<file path="config.mk">
export PLATFORM = sky130hd
export DESIGN_NAME = matrix_scan_reader
export DESIGN_NICKNAME = d
export VERILOG_FILES = /design/src/rtl/matrix_scan_reader.sv
export SDC_FILE = /design/constraint.sdc
export NUM_CORES = 1
export LEC_CHECK = 0
export CELL_PAD_IN_SITES_DETAIL_PLACEMENT = 1
export CELL_PAD_IN_SITES_GLOBAL_PLACEMENT = 2
export CORE_ASPECT_RATIO = 0.6
export CORE_MARGIN = 2
export CORE_UTILIZATION = 24
export DETAILED_ROUTE_END_ITERATION = 10
export GPL_TIMING_DRIVEN = 0
export HOLD_SLACK_MARGIN = 0.1
export PLACE_DENSITY_LB_ADDON = 0.3
export SYNTH_ARGS = -nofsm -noshare
export SYNTH_HDL_FRONTEND = slang
export SYNTH_SLANG_ARGS = --single-unit
</file>
<file path="constraint.sdc">
create_clock -name clk -period 3.3 [get_ports clk]
set_input_delay 0.66 -clock clk [delete_from_list [all_inputs] [get_ports clk]]
set_output_delay 0.66 -clock clk [all_outputs]
set_load 0.02 [all_outputs]
</file>
<file path="src/rtl/matrix_scan_reader.sv">
// HUB75 64x32 1:16-scan panel driver with BCM, reading the 1024x48 frame memory.
// Define MATRIX_TEST_PATTERN_EN to add the test_pattern input.
module matrix_scan_reader #(
  parameter int BIT_DEPTH  = 8,
  parameter int BASE_TICKS = 4,
  parameter int RD_LATENCY = 1
) (
  input  logic        clk,
  input  logic        reset,
  input  logic        enable,
  input  logic [47:0] mem_out,
`ifdef MATRIX_TEST_PATTERN_EN
  input  logic        test_pattern,
`endif
  output logic [9:0]  mem_address,
  output logic [47:0] mem_data,
  output logic        mem_write_enable,
  output logic        mem_clk,
  output logic        r1,
  output logic        g1,
  output logic        b1,
  output logic        r2,
  output logic        g2,
  output logic        b2,
  output logic        hub_clk,
  output logic        lat,
  output logic        oe_n,
  output logic [3:0]  row_addr,
  output logic        frame_done
);

  localparam int DW = $clog2(BASE_TICKS << (BIT_DEPTH - 1)) + 1;

  localparam logic [2:0] S_IDLE  = 3'd0;
  localparam logic [2:0] S_SHIFT = 3'd1;
  localparam logic [2:0] S_BLANK = 3'd2;
  localparam logic [2:0] S_LATCH = 3'd3;
  localparam logic [2:0] S_DISP  = 3'd4;

  localparam logic [7:0] LAT_CYC    = 8'(RD_LATENCY);
  localparam logic [2:0] LAST_PLANE = 3'(BIT_DEPTH - 1);
  localparam logic [2:0] BIT_OFS    = 3'(8 - BIT_DEPTH);

  logic [2:0]    state;
  logic [3:0]    row;
  logic [2:0]    plane;
  logic [5:0]    col;
  logic [7:0]    shift_cnt;
  logic [DW-1:0] disp_cnt;

  logic [7:0]    d;
  logic          in_win;
  logic          load;
  logic          rise;
  logic          shift_end;
  logic [2:0]    bsel;
  logic [47:0]   word;
  logic [DW-1:0] plane_len;
  logic          disp_end;
  logic          last_plane;
  logic [3:0]    nrow;

  // d counts shift cycles as seen by the returning read data
  assign d         = shift_cnt - LAT_CYC;
  assign in_win    = (shift_cnt >= LAT_CYC) && !d[7];
  assign load      = in_win && !d[0];
  assign rise      = in_win && d[0];
  assign shift_end = shift_cnt == (LAT_CYC + 8'd128);
  assign bsel      = BIT_OFS + plane;

`ifdef MATRIX_TEST_PATTERN_EN
  assign word = test_pattern
    ? {8'hFF, row, 4'h0, d[6:1], 2'b00,
       8'hFF, row, 4'h0, d[6:1], 2'b00}
    : mem_out;
`else
  assign word = mem_out;
`endif

  assign plane_len  = DW'(BASE_TICKS) << plane;
  assign disp_end   = disp_cnt == (plane_len - DW'(1));
  assign last_plane = plane == LAST_PLANE;
  assign nrow       = last_plane ? row + 4'd1 : row;

  assign oe_n       = state != S_DISP;
  assign lat        = state == S_LATCH;
  assign frame_done = (state == S_DISP) && disp_end
                    && last_plane && (row == 4'd15);

  assign mem_data         = '0;
  assign mem_write_enable = 1'b0;
  assign mem_clk          = clk;

  always_ff @(posedge clk) begin
    if (reset) begin
      state       <= S_IDLE;
      row         <= '0;
      plane       <= '0;
      col         <= '0;
      shift_cnt   <= '0;
      disp_cnt    <= '0;
      mem_address <= '0;
      row_addr    <= '0;
      hub_clk     <= 1'b0;
      {r1, g1, b1, r2, g2, b2} <= '0;
    end else begin
      case (state)
        S_IDLE: begin
          if (enable) begin
            state       <= S_SHIFT;
            shift_cnt   <= '0;
            col         <= '0;
            mem_address <= {row, 6'd0};
          end
        end
        S_SHIFT: begin
          shift_cnt <= shift_cnt + 8'd1;
          if (shift_cnt[0] && col != 6'd63) begin
            col         <= col + 6'd1;
            mem_address <= {row, col + 6'd1};
          end
          if (load) begin
            hub_clk <= 1'b0;
            r1 <= word[{3'd0, bsel}];
            g1 <= word[{3'd1, bsel}];
            b1 <= word[{3'd2, bsel}];
            r2 <= word[{3'd3, bsel}];
            g2 <= word[{3'd4, bsel}];
            b2 <= word[{3'd5, bsel}];
          end
          if (rise) hub_clk <= 1'b1;
          if (shift_end) begin
            hub_clk <= 1'b0;
            state   <= S_BLANK;
          end
        end
        S_BLANK: begin
          row_addr <= row;
          state    <= S_LATCH;
        end
        S_LATCH: begin
          disp_cnt <= '0;
          state    <= S_DISP;
        end
        S_DISP: begin
          disp_cnt <= disp_cnt + DW'(1);
          if (disp_end) begin
            plane <= last_plane ? 3'd0 : plane + 3'd1;
            row   <= nrow;
            if (enable) begin
              state       <= S_SHIFT;
              shift_cnt   <= '0;
              col         <= '0;
              mem_address <= {nrow, 6'd0};
            end else begin
              state <= S_IDLE;
            end
          end
        end
        default: state <= S_IDLE;
      endcase
    end
  end

endmodule

</file>
==> metrics.txt <==
# TYPE chip_impl_metric gauge
chip_impl_metric{name="place.port_buffers",unit=""} 74
chip_impl_metric{name="slack_of_the_critical_path",unit="ps"} -26.0
chip_impl_metric{name="arrival",unit="ps"} 2670
chip_impl_metric{name="final.setup_skew",unit="ps"} 7.98
chip_impl_metric{name="die_footprint",unit="mm2"} 0.0166
chip_impl_metric{name="syn_area",unit="mm2"} 0.00373
chip_impl_info{name="rr_endpoint",value="mem_address[9]"} 1
chip_impl_metric{name="initial_utilization",unit=""} 0.244
chip_impl_metric{name="grt_start_max_net_pins",unit=""} 20
chip_impl_metric{name="report.final.slew_viol_count",unit=""} 0
chip_impl_metric{name="area_growth_syn_to_layout",unit="%"} 41.9
chip_impl_info{name="yosys-top-cells-area",value="dfxtp_1 29%, buf_4 10%, mux2i_1 7.5%, mux2_2 4.8%, nor2_1 4.5%"} 1
chip_impl_metric{name="grt_use_met3",unit=""} 0.0403
chip_impl_info{name="tritoncts_clock_tree",value="yes"} 1
chip_impl_metric{name="grt_first_pass_wirelength",unit="um"} 19700
chip_impl_metric{name="core",unit="mm2"} 0.0153
chip_impl_info{name="holdPathEnd",value="mem_address[4]"} 1
chip_impl_metric{name="finalSetupViolations",unit=""} 1
chip_impl_info{name="r2r_start",value="plane[2]"} 1
chip_impl_info{name="worst-setup-path-type",value="register to primary output"} 1
chip_impl_metric{name="boundaryPins",unit=""} 125
chip_impl_metric{name="antenna_cells",unit=""} 0
chip_impl_metric{name="period_minus_slack",unit="ps"} 3330
chip_impl_metric{name="avgSynthCellArea",unit="um2"} 8.41
chip_impl_metric{name="layout.core_utilization",unit=""} 0.347
chip_impl_metric{name="max_freq",unit="GHz"} 0.301
chip_impl_metric{name="fin_hold_viols",unit=""} 0
chip_impl_metric{name="cp.required",unit="ps"} 2640
chip_impl_metric{name="asyncSetResetFlopFracSynth",unit=""} 0
chip_impl_info{name="start_kind",value="register"} 1
chip_impl_metric{name="vdd.ir_drop.worst",unit="V"} 0.000335
chip_impl_metric{name="wl_per_cell",unit="um"} 15.7
chip_impl_metric{name="clock_insertion_delay_worst_skew",unit="ps"} 420
chip_impl_info{name="layout.cells.most_common_list",value="73 x clkdlybuf4s50_1, 56 x buf_4, 52 x dfxtp_1, 49 x conb_1, 45 x nor2_1"} 1
chip_impl_metric{name="fillCellCount",unit=""} 1813
chip_impl_metric{name="r2r.worst_path.cells",unit=""} 11
chip_impl_metric{name="place_congestion",unit=""} 0.796
chip_impl_metric{name="syn_inst",unit=""} 444
chip_impl_metric{name="cts.clk_slew.worst_paths",unit="ps"} 80
chip_impl_metric{name="dpl.hpwl",unit="um"} 9750
chip_impl_metric{name="detail_route.drc_violations",unit=""} 0
chip_impl_metric{name="global_route.overflow_total",unit=""} 0
chip_impl_metric{name="final_layout_size_suffix_gt1_frac",unit=""} 0.203
chip_impl_metric{name="timing.reg2reg.setup_slack",unit="ps"} 310
chip_impl_metric{name="yosys_warnings",unit=""} 0
chip_impl_metric{name="tightestPinTransition",unit="ps"} 674
chip_impl_metric{name="drv_cap",unit=""} 0
chip_impl_metric{name="dr_total_vias",unit=""} 3552
chip_impl_metric{name="totalPowerFinal",unit="mW"} 1.84
chip_impl_metric{name="synth_seq_area_share",unit=""} 0.295
chip_impl_metric{name="detailed_route_iter0_violations",unit=""} 186
chip_impl_info{name="layout_commonest_cell",value="clkdlybuf4s50_1"} 1
chip_impl_metric{name="die_height",unit="um"} 101
chip_impl_info{name="global_route.peak_usage_layer",value="met1"} 1
chip_impl_metric{name="route.antenna.remaining_nets",unit=""} 0
chip_impl_metric{name="drt_pass1_iterations",unit=""} 4
chip_impl_metric{name="num_rows",unit=""} 35
chip_impl_metric{name="fp.dieW",unit="um"} 165
chip_impl_info{name="synth-main-ff-cell",value="dfxtp_1"} 1
chip_impl_info{name="min_path_type",value="register to register"} 1
chip_impl_info{name="synth_top_cell_by_area",value="dfxtp_1"} 1
chip_impl_info{name="min-delay-start",value="mem_address[4]"} 1
chip_impl_metric{name="synth-edff-count",unit=""} 0
chip_impl_metric{name="post-synth-top-area-fraction",unit=""} 0.295
chip_impl_metric{name="hold-path-cell-count",unit=""} 2
chip_impl_metric{name="min_period_over_period",unit=""} 1.01
chip_impl_metric{name="use_met1",unit=""} 0.233
chip_impl_metric{name="antenna_found_initial",unit=""} 0
chip_impl_metric{name="power.density_cell_area",unit="mW/mm2"} 347
chip_impl_metric{name="critPathMaxFanout",unit=""} 4
chip_impl_metric{name="synth_cell_types",unit=""} 57
chip_impl_metric{name="finish.net_count",unit=""} 643
chip_impl_metric{name="grt_usage",unit=""} 0.154
chip_impl_metric{name="groute.layer.met2.usage",unit=""} 0.218
chip_impl_info{name="crit_path_end_kind",value="primary output"} 1
chip_impl_info{name="run_status",value="finished, violations left"} 1
chip_impl_metric{name="post_drt_via_cell_ratio",unit=""} 4.53
chip_impl_info{name="failing_checks",value="setup timing"} 1
chip_impl_metric{name="cellLeakagePower",unit="nW"} 2.07
chip_impl_metric{name="ys_ff_latch",unit=""} 55
chip_impl_metric{name="maxSlewHeadroom",unit=""} 0.551
chip_impl_info{name="grt_setup_unrepaired",value="true"} 1
chip_impl_metric{name="grt_pass1_vias",unit=""} 3589
chip_impl_metric{name="route.final.wire_length",unit="um"} 12300
-- power breakdown --
| group | switching [mW] | leakage (nW) | internal (mW) |
|---|---|---|---|
| clock | 0.327 | 0.132 | 0.557 |
| combinational | 0.143 | 1.49 | 0.133 |
| sequential | 0.00637 | 0.446 | 0.672 |
| total | 0.476 | 2.07 | 1.36 |
-- sequential cells by signal, summed over array words and instances, names as in the netlist --
register	cells
mem_address	10
hub_clk	1
plane	3
r2	1
g1	1
disp_cnt	10
b1	1
g2	1
shift_cnt	8
state	3
row	4
b2	1
r1	1
col	6
row_addr	4
-- area by class of cell --
cell class	instances	area, um2	area share
Multi-Input combinational cell	355	2370	0.447
Tap cell	203	254	0.0480
Buffer	72	500	0.0945
Clock inverter	3	50.0	0.00945
Timing Repair Buffer	78	769	0.145
Inverter	9	37.5	0.00709
Sequential cell	55	1100	0.209
Clock buffer	9	210	0.0397
-- synth_stat cells (10+ instances only) --
master	instances
mux2i_1	28
nand2_1	23
nand3_1	13
o21ai_0	22
nor3_1	10
nor2_1	45
a21oi_1	33
buf_4	50
xnor2_1	11
mux2_2	16
dfxtp_1	55
ha_1	12
clkbuf_1	14
-- critical path, stage by stage, from the launching register on --
cell        delay [ps]
dfxtp_2            350
clkbuf_8           140
buf_12             100
clkinvlp_4         110
ha_4               210
nor3_2             210
or3_4              180
nand2_1             60
or4_4              580
nor3_4             170
buf_6              150
-- cell families after synthesis --
group                      count (synthesis)  synth area share
buffers and inverters                     82             0.137
other                                      1           0.00100
and+or+nand+nor                          141             0.204
AOI/OAI and AO/OA                         92             0.156
adders and majority gates                 12            0.0402
DFF                                       55             0.295
xor gates and xnor gates                  17            0.0436
muxes                                     44             0.123
-- stage by stage --
step           TNS (ps)  cells  hold slack [ps]  setup slack (ps)  area (um2)
2_1_floorplan         0    492              466              37.0        3930
3_3_place_gp      -1140    769              468              -890        4930
3_5_place_dp      -2050    769              475              -934        4930
4_1_cts           -7.81    784              492             -7.81        5280
5_1_grt            -114    784              523              -114        5300
6_report          -26.0    784              484             -26.0        5300
-- metal layers --
layer / up-vias / share of wire
met5: - / 0
met3: 5 / 0.042
met2: 64 / 0.41
met1: 1727 / 0.54
li1: 1756 / -
met4: 0 / 0.0062
-- how the worst max path moves through the flow --
stage,startpoint,end,slack [ps],cells after the start
floorplan,plane[0],frame_done,40,10
global placement,plane[0],frame_done,-890,11
detailed placement,plane[0],frame_done,-930,11
CTS,plane[0],frame_done,-8,10
global route,plane[0],frame_done,-110,10
finish,plane[0],frame_done,-30,10
-- what timing repair did --
item / 4_1_cts / 5_1_grt
resized for setup: 24 / 3
pin swaps: 5 / 0
setup endpoints to repair: 21 / 1
hold buffers: 0 / 0
setup buffers: 5 / 0
hold endpoints to repair: 0 / 0
Power figures use the tool's default switching activity.
